$ cat src/rtl/billiard_pkg.sv
// rtl/billiard_pkg.sv - shared types, widths and helpers for the billiard shot controller
package billiard_pkg;

    localparam int VEL_W       = 11;
    localparam int FRAME_CNT_W = 10;
    localparam int STILL_CNT_W = 3;

    typedef enum logic [2:0] {
        AIM,
        FIRE,
        ROLLING,
        RESOLVE,
        GAME_OVER
    } shot_state_t;

    // Clamp one signed velocity axis to [-lim, +lim]; the sign is preserved.
    function automatic logic signed [VEL_W-1:0] clamp_vel(
        input logic signed [VEL_W-1:0] v,
        input logic signed [VEL_W-1:0] lim
    );
        if (v > lim) begin
            return lim;
        end else if (v < -lim) begin
            return -lim;
        end else begin
            return v;
        end
    endfunction

endpackage

$ cat src/rtl/still_detector.sv
// rtl/still_detector.sv - counts still frames and rolling frames, flags end of shot
//  clk_i, clear_i        clock, synchronous clear (counters and skip flag)
//  enable_i              counting allowed (table is rolling)
//  start_of_frame_i      one-cycle frame pulse
//  white_vel_*_i, red_vel_*_i   ball velocities
//  white_mask_i, red_mask_i     ball pocketed: its velocity counts as zero
//  done_o                this frame ends the shot (still streak or timeout)
module still_detector
    import billiard_pkg::*;
#(
    parameter int STOP_FRAMES     = 4,
    parameter int MAX_ROLL_FRAMES = 1023
) (
    input  logic                    clk_i,
    input  logic                    clear_i,
    input  logic                    enable_i,
    input  logic                    start_of_frame_i,
    input  logic signed [VEL_W-1:0] white_vel_x_i,
    input  logic signed [VEL_W-1:0] white_vel_y_i,
    input  logic signed [VEL_W-1:0] red_vel_x_i,
    input  logic signed [VEL_W-1:0] red_vel_y_i,
    input  logic                    white_mask_i,
    input  logic                    red_mask_i,
    output logic                    done_o
);

    logic                   armed_q, armed_d;
    logic [STILL_CNT_W-1:0] still_cnt_q, still_cnt_d;
    logic [FRAME_CNT_W-1:0] frame_cnt_q, frame_cnt_d;
    logic                   white_still, red_still, table_still;

    always_comb begin
        white_still = ((white_vel_x_i == '0) && (white_vel_y_i == '0)) || white_mask_i;
        red_still   = ((red_vel_x_i == '0) && (red_vel_y_i == '0)) || red_mask_i;
        table_still = white_still && red_still;

        armed_d     = armed_q;
        still_cnt_d = still_cnt_q;
        frame_cnt_d = frame_cnt_q;
        done_o      = 1'b0;

        if (enable_i && start_of_frame_i) begin
            // The first frame after the cue hit is skipped: the mover has not
            // yet applied the loaded velocity, so the table still looks still.
            if (!armed_q) begin
                armed_d = 1'b1;
            end else begin
                frame_cnt_d = frame_cnt_q + FRAME_CNT_W'(1);
                still_cnt_d = table_still ? still_cnt_q + STILL_CNT_W'(1) : '0;
                done_o      = (still_cnt_d == STILL_CNT_W'(STOP_FRAMES)) ||
                              (frame_cnt_d == FRAME_CNT_W'(MAX_ROLL_FRAMES));
            end
        end
    end

    always_ff @(posedge clk_i) begin
        if (clear_i) begin
            armed_q     <= 1'b0;
            still_cnt_q <= '0;
            frame_cnt_q <= '0;
        end else begin
            armed_q     <= armed_d;
            still_cnt_q <= still_cnt_d;
            frame_cnt_q <= frame_cnt_d;
        end
    end

endmodule

$ cat src/rtl/shot_sequencer.sv
// rtl/shot_sequencer.sv - turn/shot controller for the two-ball table
//  clk, reset                     clock, synchronous active-high reset
//  startOfFrame                   frame pulse
//  shotReq                        shoot button level, edge detected here
//  cueVelX/Y                      aim vector
//  whiteBallVelX/Y, redBallVelX/Y ball velocities
//  whiteBallHoleHit, redBallHoleHit  pocket events
//  whiteLoadVel, whiteVelXOut/Y   cue velocity load pulse and clamped value
//  whiteRespawn, redRespawn       respawn pulses
//  redHide                        red pocketed, not drawn
//  aimEnable, gameOver            state indications
//  currentPlayer, score0, score1  turn and scores
module shot_sequencer
    import billiard_pkg::*;
#(
    parameter int MAX_SHOT_SPEED  = 8,
    parameter int STOP_FRAMES     = 4,
    parameter int MAX_ROLL_FRAMES = 1023,
    parameter int SCORE_W         = 4,
    parameter int WIN_SCORE       = 3
) (
    input  logic                    clk,
    input  logic                    reset,
    input  logic                    startOfFrame,
    input  logic                    shotReq,
    input  logic signed [VEL_W-1:0] cueVelX,
    input  logic signed [VEL_W-1:0] cueVelY,
    input  logic signed [VEL_W-1:0] whiteBallVelX,
    input  logic signed [VEL_W-1:0] whiteBallVelY,
    input  logic signed [VEL_W-1:0] redBallVelX,
    input  logic signed [VEL_W-1:0] redBallVelY,
    input  logic                    whiteBallHoleHit,
    input  logic                    redBallHoleHit,
    output logic                    whiteLoadVel,
    output logic signed [VEL_W-1:0] whiteVelXOut,
    output logic signed [VEL_W-1:0] whiteVelYOut,
    output logic                    whiteRespawn,
    output logic                    redRespawn,
    output logic                    redHide,
    output logic                    aimEnable,
    output logic                    currentPlayer,
    output logic [SCORE_W-1:0]      score0,
    output logic [SCORE_W-1:0]      score1,
    output logic                    gameOver
);

    localparam logic [SCORE_W-1:0] SCORE_MAX = {SCORE_W{1'b1}};

    shot_state_t        state_q, state_d;
    logic               shot_req_q;
    logic               white_pkt_q, white_pkt_d;
    logic               red_pkt_q, red_pkt_d;
    logic               player_q, player_d;
    logic [SCORE_W-1:0] score0_q, score0_d;
    logic [SCORE_W-1:0] score1_q, score1_d;

    logic                    shot_edge;
    logic                    rolling;
    logic                    roll_done;
    logic signed [VEL_W-1:0] clamped_x, clamped_y;
    logic [SCORE_W-1:0]      cur_score, inc_score;

    assign shot_edge = shotReq & ~shot_req_q;
    assign rolling   = (state_q == ROLLING);
    assign clamped_x = clamp_vel(cueVelX, VEL_W'(MAX_SHOT_SPEED));
    assign clamped_y = clamp_vel(cueVelY, VEL_W'(MAX_SHOT_SPEED));
    assign cur_score = player_q ? score1_q : score0_q;
    assign inc_score = (cur_score == SCORE_MAX) ? cur_score : cur_score + SCORE_W'(1);

    // A pocket event in the same cycle as the frame pulse already masks that
    // ball, hence the live hole input is OR-ed with the sticky flag.
    still_detector #(
        .STOP_FRAMES     (STOP_FRAMES),
        .MAX_ROLL_FRAMES (MAX_ROLL_FRAMES)
    ) u_still (
        .clk_i            (clk),
        .clear_i          (reset || !rolling),
        .enable_i         (rolling),
        .start_of_frame_i (startOfFrame),
        .white_vel_x_i    (whiteBallVelX),
        .white_vel_y_i    (whiteBallVelY),
        .red_vel_x_i      (redBallVelX),
        .red_vel_y_i      (redBallVelY),
        .white_mask_i     (white_pkt_q || whiteBallHoleHit),
        .red_mask_i       (red_pkt_q || redBallHoleHit),
        .done_o           (roll_done)
    );

    always_comb begin
        state_d      = state_q;
        white_pkt_d  = white_pkt_q;
        red_pkt_d    = red_pkt_q;
        player_d     = player_q;
        score0_d     = score0_q;
        score1_d     = score1_q;
        whiteLoadVel = 1'b0;
        whiteVelXOut = '0;
        whiteVelYOut = '0;
        whiteRespawn = 1'b0;
        redRespawn   = 1'b0;

        case (state_q)
            AIM: begin
                if (shot_edge) begin
                    state_d = FIRE;
                end
            end
            FIRE: begin
                // A zero cue vector after clamping is a non-shot: back to aiming
                // without consuming the turn.
                if ((clamped_x == '0) && (clamped_y == '0)) begin
                    state_d = AIM;
                end else begin
                    whiteLoadVel = 1'b1;
                    whiteVelXOut = clamped_x;
                    whiteVelYOut = clamped_y;
                    state_d      = ROLLING;
                end
            end
            ROLLING: begin
                if (whiteBallHoleHit) begin
                    white_pkt_d = 1'b1;
                end
                if (redBallHoleHit) begin
                    red_pkt_d = 1'b1;
                end
                if (roll_done) begin
                    state_d = RESOLVE;
                end
            end
            RESOLVE: begin
                white_pkt_d = 1'b0;
                red_pkt_d   = 1'b0;
                state_d     = AIM;
                if (white_pkt_q) begin
                    whiteRespawn = 1'b1;
                    redRespawn   = red_pkt_q;
                    player_d     = ~player_q;
                end else if (red_pkt_q) begin
                    redRespawn = 1'b1;
                    if (player_q) begin
                        score1_d = inc_score;
                    end else begin
                        score0_d = inc_score;
                    end
                    if (inc_score >= SCORE_W'(WIN_SCORE)) begin
                        state_d = GAME_OVER;
                    end
                end else begin
                    player_d = ~player_q;
                end
            end
            GAME_OVER: begin
                if (shot_edge) begin
                    score0_d     = '0;
                    score1_d     = '0;
                    player_d     = 1'b0;
                    whiteRespawn = 1'b1;
                    redRespawn   = 1'b1;
                    state_d      = AIM;
                end
            end
            default: begin
                state_d = AIM;
            end
        endcase

        // Reset suppresses every pulse in the cycle it is asserted.
        if (reset) begin
            whiteLoadVel = 1'b0;
            whiteVelXOut = '0;
            whiteVelYOut = '0;
            whiteRespawn = 1'b0;
            redRespawn   = 1'b0;
        end
    end

    always_ff @(posedge clk) begin
        if (reset) begin
            state_q     <= AIM;
            shot_req_q  <= 1'b0;
            white_pkt_q <= 1'b0;
            red_pkt_q   <= 1'b0;
            player_q    <= 1'b0;
            score0_q    <= '0;
            score1_q    <= '0;
        end else begin
            state_q     <= state_d;
            shot_req_q  <= shotReq;
            white_pkt_q <= white_pkt_d;
            red_pkt_q   <= red_pkt_d;
            player_q    <= player_d;
            score0_q    <= score0_d;
            score1_q    <= score1_d;
        end
    end

    // The sticky red flag is exactly the hide condition: set the cycle after
    // the first red pocket event, cleared when the shot resolves.
    assign redHide       = red_pkt_q;
    assign aimEnable     = (state_q == AIM);
    assign gameOver      = (state_q == GAME_OVER);
    assign currentPlayer = player_q;
    assign score0        = score0_q;
    assign score1        = score1_q;

endmodule

$ cat config.mk
export PLATFORM = sky130hd
export DESIGN_NAME = shot_sequencer
export DESIGN_NICKNAME = d
export VERILOG_FILES = /design/src/rtl/billiard_pkg.sv /design/src/rtl/still_detector.sv /design/src/rtl/shot_sequencer.sv
export SDC_FILE = /design/constraint.sdc
export NUM_CORES = 1
export LEC_CHECK = 0
export ABC_AREA = 1
export CELL_PAD_IN_SITES_DETAIL_PLACEMENT = 1
export CELL_PAD_IN_SITES_GLOBAL_PLACEMENT = 1
export CORE_ASPECT_RATIO = 0.9
export CORE_MARGIN = 1
export CORE_UTILIZATION = 29
export DETAILED_ROUTE_END_ITERATION = 10
export HOLD_SLACK_MARGIN = 0.12
export PLACE_DENSITY_LB_ADDON = 0.1
export SKIP_CTS_REPAIR_TIMING = 1
export SLEW_MARGIN = 5
export SYNTH_ARGS = -nofsm -noshare
export SYNTH_HDL_FRONTEND = slang
export SYNTH_SLANG_ARGS = --single-unit
$ cat constraint.sdc
create_clock -name clk -period 7.6 [get_ports clk]
set_input_delay 1.14 -clock clk [delete_from_list [all_inputs] [get_ports clk]]
set_output_delay 1.14 -clock clk [all_outputs]
set_load 0.01 [all_outputs]
==> results of run 1 <==
-- cells by family (layout without fill, tap and decap cells) --
logic type | after synthesis | in the layout | synth area share [%]
simple gates | 235 | 235 | 43.2
flops | 29 | 29 | 24.5
buf+inv | 65 | 174 | 11.4
fa+ha+maj | 6 | 6 | 3.17
mux | 1 | 1 | 0.423
xor+xnor | 4 | 4 | 1.48
compound gates | 65 | 65 | 15.8
-- synth_stat cells (all sizes together) --
| library cell | n | area share, % |
|---|---|---|
| nand4 | 4 | 1.1 |
| nand2 | 98 | 17 |
| mux2i | 1 | 0.42 |
| o21ai | 30 | 6.5 |
| nand3b | 1 | 0.32 |
| o211ai | 1 | 0.32 |
| inv | 55 | 8.7 |
| clkbuf | 4 | 0.63 |
| a21boi | 1 | 0.32 |
| nand3 | 31 | 6.8 |
| a21oi | 23 | 5.3 |
| a211oi | 3 | 0.95 |
| nor3 | 8 | 2.2 |
| xor2 | 4 | 1.5 |
| ha | 6 | 3.2 |
| or4 | 1 | 0.32 |
| a2111oi | 2 | 0.74 |
| buf | 6 | 2.0 |
| nor4 | 2 | 0.53 |
| o32ai | 1 | 0.37 |
| o31ai | 1 | 0.32 |
| o21bai | 1 | 0.32 |
| nor2 | 85 | 14 |
| or2 | 5 | 1.3 |
| a221oi | 1 | 0.37 |
| a31oi | 1 | 0.26 |
| dfxtp | 29 | 25 |
-- layout by cell type (no fill, tap or decap), drive strengths merged, types with 5 or more instances in the layout --
master	n
nand2	98
nand3	31
or2	5
ha	6
a21oi	23
clkdlybuf4s50	108
nor3	8
nor2	85
o21ai	30
clkbuf	7
dfxtp	29
inv	55
-- through the flow --
stage	hold slack [ps]	total power [mW]	cells	utilization [%]
3_5_place_dp	502	0.287	602	45.6
4_1_cts	513	0.456	610	47.1
6_report	510	0.451	610	47.1
5_1_grt	542	0.474	610	47.1
2_1_floorplan	453	0.220	405	-
3_3_place_gp	476	0.285	602	45.6
-- sequential cells by signal, summed over array words and instances (netlist names) --
signal,count
u_still.armed_q,1
state_q,3
score0,4
white_pkt_q,1
shot_req_q,1
u_still.frame_cnt_q,10
u_still.still_cnt_q,3
currentPlayer,1
redHide,1
score1,4
-- metal layers --
layer  wire length, um  global-route usage, %  vias to the layer above
li1                  -                      -                     1517
met1              3480                   21.7                     1329
met2              3750                   34.2                       70
met3               484                   5.27                        6
met4                87                   5.21                        0
met5                 0                      0                        -
-- power groups by stage --
stage	clock (mW)	combinational, mW	sequential (mW)
6_report	0.168	0.123	0.160
4_1_cts	0.171	0.124	0.160
5_1_grt	0.177	0.137	0.161
3_5_place_dp	0	0.124	0.164
3_3_place_gp	0	0.122	0.163
2_1_floorplan	0	0.0577	0.163
-- path summary, 6_finish.rpt --
check	end	slack [ps]	startpoint	depth (start not counted)
setup reg to reg	state_q[2]	5670	currentPlayer	10
hold / removal	u_still.armed_q	510	u_still.armed_q	2
hold reg to reg	u_still.armed_q	510	u_still.armed_q	2
setup / recovery	whiteLoadVel	2430	cueVelX[3]	12
-- cell type report --
class | count | area [um2]
clock inverter | 1 | 30.0
multi-input combinational | 311 | 1520
clock buffer | 7 | 86.3
sequential | 29 | 581
fill | 1047 | 4090
timing repair buffer | 111 | 1100
inverter | 55 | 206
tap | 96 | 120
-- critical path: stages --
cell	delay [ps]
clkdlybuf4s50_1	520
nand2_1	60
or4_1	480
ha_1	360
or2_2	300
o21ai_0	190
nand3_1	100
nor2_1	130
nand3_2	80
nand2_1	100
nor2_1	60
clkdlybuf4s50_1	490
==> run metrics, run 1 <==
outcome completed; Die Area 0.00852 mm2; Core Area 0.00773 mm2; worst clock skew 5.58 ps; number of routed nets with antenna violations 0; P_sw 0.124 mW; # diodes 0; Syn Inst Count 405; Clk pwr share 37.2%; Hold Path Class reg -> reg; FMAX 194 MHz; clock input transition at the sequential cells of the worst setup and hold paths 60 ps; Peak supply drop 49.3 uV; CTS Buf Count 5; PortBufs 108; worst path arrival time 4030 ps; H-tree Lvls 2; Sink Count 29; Req. time, crit path 6460 ps; initial antenna violation count 0; Fin Setup TNS 0 ps; critical path type in -> out; Sw Ratio 27.6%; clk_lat worst skew 290 ps; max-slew violation count 0; Distinct cells, synth 39; combinational share of power 27.3%; layout cell share with drive strength beyond 1 5.45%; Total GRT Usage 18.7%; via/cell ratio 4.79; DRT Pass-1 Iters 4; WL/cell 12.8 um; first-pass GRT wire length 13.0 mm; vias 2922; # setup viols final 0; Placer Congestion 0.785; syn nets 483; Placed Area 0.00353 mm2; worst slew pin tran 737 ps; Pwr Density 124 mW/mm2; worst-path fanout max 6; startpoint types input pin; fin worst setup slack 2430 ps; Seq cells post-synth 29; area grow syn2layout 54.0%; crit share post-route 68.0%; Die Y 87.7 um; Max Cap Viol 0; Flop pwr share 35.5%; CTS tree built; RSZ-0062 raised after global routing false; worst-case clock buffer depth 2; vias in the first global route 2976; mapped cell area 0.00237 mm2; CTS root buffer clkbuf_8; grt ovf 0; post-place setup slack 2410 ps; initial core utilization 30.6%; # IOs 109; Final nets 591; Tmin final 5170 ps; post-route cell area 0.00364 mm2; Ys Warns 0; Worst setup EP type output port; mean post-synth cell area 5.84 um2; # DRC 0; register area share after synthesis 24.5%; Final Hold Vio Count 0; number of DRC markers in iteration 0 67; leakage power 1.48 nW; Detail Placement HPWL 6.35 mm; Int Power 0.327 mW; routed wire length 7.79 mm; die width 97.2 um; pin count of the biggest net entering global routing 30; FP Rows 30; slew margin rel. 50.7%
No activity file was read; power rests on OpenSTA's default activity.
==> run 2, diff against run 1 <==
--- a/config.mk
+++ b/config.mk
@@ -10,7 +10,7 @@
 export CELL_PAD_IN_SITES_GLOBAL_PLACEMENT = 1
 export CORE_ASPECT_RATIO = 0.9
 export CORE_MARGIN = 1
-export CORE_UTILIZATION = 29
+export CORE_UTILIZATION = 27
 export DETAILED_ROUTE_END_ITERATION = 10
 export HOLD_SLACK_MARGIN = 0.12
 export PLACE_DENSITY_LB_ADDON = 0.1
==> constraint.sdc (replaced) <==
create_clock -name clk -period 5.3 [get_ports clk]
set_input_delay 0.795 -clock clk [delete_from_list [all_inputs] [get_ports clk]]
set_output_delay 0.795 -clock clk [all_outputs]
set_load 0.01 [all_outputs]
==> run 2 against run 1 <==
Final area increased by 0.38%. Sequential share of layout area decreased by 0.060 points. Die area is 7.2% higher. Clock skew increased by 2.6 ps. Via count is 0.14% higher. Cell count is 3.8% higher. Critical path depth unchanged. Register-to-register slack got worse by 2300 ps. Global-route usage down 0.90 points. Worst hold slack improved by 4.6 ps. First-iteration DRC count shrank 37%. Wire length rose by 0.36%.
==> run metrics, run 2 (same netlist as run 1, synthesis figures left out) <==
outcome completed (unchanged); Worst R2R Start state_q[2] (was currentPlayer); # IOs 109 (unchanged); Placer Congestion 0.796 (was 0.785); # diodes 0 (unchanged); Final Hold Vio Count 0 (unchanged); number of DRC markers in iteration 0 42 (was 67); worst slew pin tran 750 ps (was 737 ps); Min Hold Slack 514 ps (was 510 ps); fin worst setup slack 866 ps (was 2430 ps); Sink Count 29 (unchanged); worst-path fanout max 6 (unchanged); Peak supply drop 84.2 uV (was 49.3 uV); worst hold stages 2 (unchanged); RSZ-0062 raised after global routing false (unchanged); clock input transition at the sequential cells of the worst setup and hold paths 60 ps (about the same); WL/cell 12.4 um (was 12.8 um); slowest stage delay, CP 510 ps (was 520 ps); initial antenna violation count 0 (unchanged); hold_sp u_still.armed_q (unchanged); most frequent cells in the layout clkdlybuf4s50_1, nand2_1, nor2_1 (unchanged); vias 2926 (was 2922); initial core utilization 27.7% (was 30.6%); layout cell share with drive strength beyond 1 5.64% (was 5.45%); Final nets 591 (unchanged); # DRC 0 (unchanged); vias in the first global route 2979 (was 2976); clk_lat worst skew 290 ps (about the same); Max Cap Viol 0 (unchanged); worst path arrival time 3640 ps (was 4030 ps); FP Rows 32 (was 30); Total GRT Usage 17.8% (was 18.7%); Die Area 0.00914 mm2 (was 0.00852 mm2); Tmin final 4430 ps; die width 101 um (was 97.2 um); commonest non-fill, non-tap cell in the layout clkdlybuf4s50_1 (unchanged); Placed Area 0.00356 mm2 (was 0.00353 mm2); crit path cell chain clkdlybuf4s50_1, nand2_1, or4_1, ha_1, or2_2, o21ai_0, nand3_1, nor2_1, nand3_2, nand3_1, nor2_1, clkdlybuf4s50_1 (was clkdlybuf4s50_1, nand2_1, or4_1, ha_1, or2_2, o21ai_0, nand3_1, nor2_1, nand3_2, nand2_1, nor2_1, clkdlybuf4s50_1); Detail Placement HPWL 6.48 mm (was 6.35 mm); Worst setup EP type output port (unchanged); post-route cell area 0.00366 mm2 (was 0.00364 mm2); area grow syn2layout 54.6% (was 54.0%); pin count of the biggest net entering global routing 24 (was 30); crit share post-route 83.7%; Hold Path Class reg -> reg (unchanged); FMAX 226 MHz; max-slew violation count 0 (unchanged); Core Area 0.00853 mm2 (was 0.00773 mm2); critical path type in -> out (unchanged); routed wire length 7.82 mm (was 7.79 mm); post-place setup slack 855 ps (was 2410 ps); Req. time, crit path 4510 ps (was 6460 ps); max reg flops 10 (unchanged); critical path's slowest cell clkdlybuf4s50_1 (unchanged); startpoint types input pin (unchanged); grt ovf 0 (unchanged); worst hold endpoint u_still.armed_q (unchanged); Biggest register u_still.frame_cnt_q (unchanged); slew margin rel. 49.8% (was 50.7%); worst-case clock buffer depth 2 (unchanged); # setup viols final 0 (unchanged); CTS Buf Count 5 (unchanged); Final Core Density 42.9% (was 47.1%); CTS tree built (unchanged); Die Y 90.8 um (was 87.7 um); CTS root buffer clkbuf_8 (unchanged); Reg2Reg Setup Slack 3330 ps (was 5670 ps); number of routed nets with antenna violations 0 (unchanged); PortBufs 108 (unchanged); worst clock skew 8.14 ps (was 5.58 ps); leakage power 1.48 nW (about the same); H-tree Lvls 2 (unchanged); via/cell ratio 4.62 (was 4.79); Worst Reg2Reg Path Length in Cells 5 (was 10); DRT Pass-1 Iters 4 (unchanged); Pwr Density 167 mW/mm2 (was 124 mW/mm2); reg2reg end u_still.still_cnt_q[0] (was state_q[2]); first-pass GRT wire length 13.2 mm (was 13.0 mm); Fin Setup TNS 0 ps (unchanged)
## run 2: changes by cell type in the layout (fill, tap and decap cells not counted)
cell / change
bufinv_16: -1
clkbuf_1: -1
clkbuf_8: +1
clkinv_2: +1
## run 2: worst max-delay path by stage
stage,startpoint,end,slack (ps),cells past startpoint
after CTS,cueVelX[3],whiteVelXOut[1],850,12
after global routing,cueVelX[6],whiteVelXOut[1],740,12
final,cueVelX[3],whiteVelXOut[1],870,12
after global placement,cueVelX[5],whiteVelXOut[0],950,12
after floorplan,cueVelX[5],whiteVelXOut[0],1970,10
after detailed placement,cueVelX[3],whiteVelXOut[1],860,12
## run 2: cell type report
class                           instances  area (um2)
Sequential cell                        29         581
Inverter                               55         206
Clock inverter                          1        5.00
Timing Repair Buffer                  111        1100
Multi-Input combinational cell        311        1520
Clock buffer                            7        96.3
Tap cell                              119         149
Fill cell                            1168        4870
## run 2: where the power goes
group | leakage (nW) | switching [mW] | total [mW] | internal (mW)
registers | 0.234 | 0.00618 | 0.230 | 0.223
clock network | 0.0542 | 0.0890 | 0.206 | 0.117
logic | 1.19 | 0.0850 | 0.177 | 0.0916
total | 1.48 | 0.180 | 0.612 | 0.432
## run 2: metal layers
metal / wire (um) / global-route usage (%) / vias up / part of all wire, %
li1: - / - / 1519 / -
met1: 3610 / 22.1 / 1327 / 46
met2: 3680 / 30.3 / 74 / 47
met3: 467 / 4.95 / 6 / 6.0
met4: 60 / 4.11 / 0 / 0.77
met5: 0 / 0 / - / 0
## run 2: worst max-delay path, delay by kind of cell
kind / cells / cell delay, ps
compound gates: 1 / 150
fa+ha+maj: 1 / 360
buf+inv: 2 / 1000
simple gates: 8 / 1340
## run 2: per-stage QoR
stage / instances / power (mW)
final: 633 / 0.612
after global routing: 633 / 0.648
after CTS: 633 / 0.621
after detailed placement: 625 / 0.413
after global placement: 625 / 0.410
after floorplan: 405 / 0.316
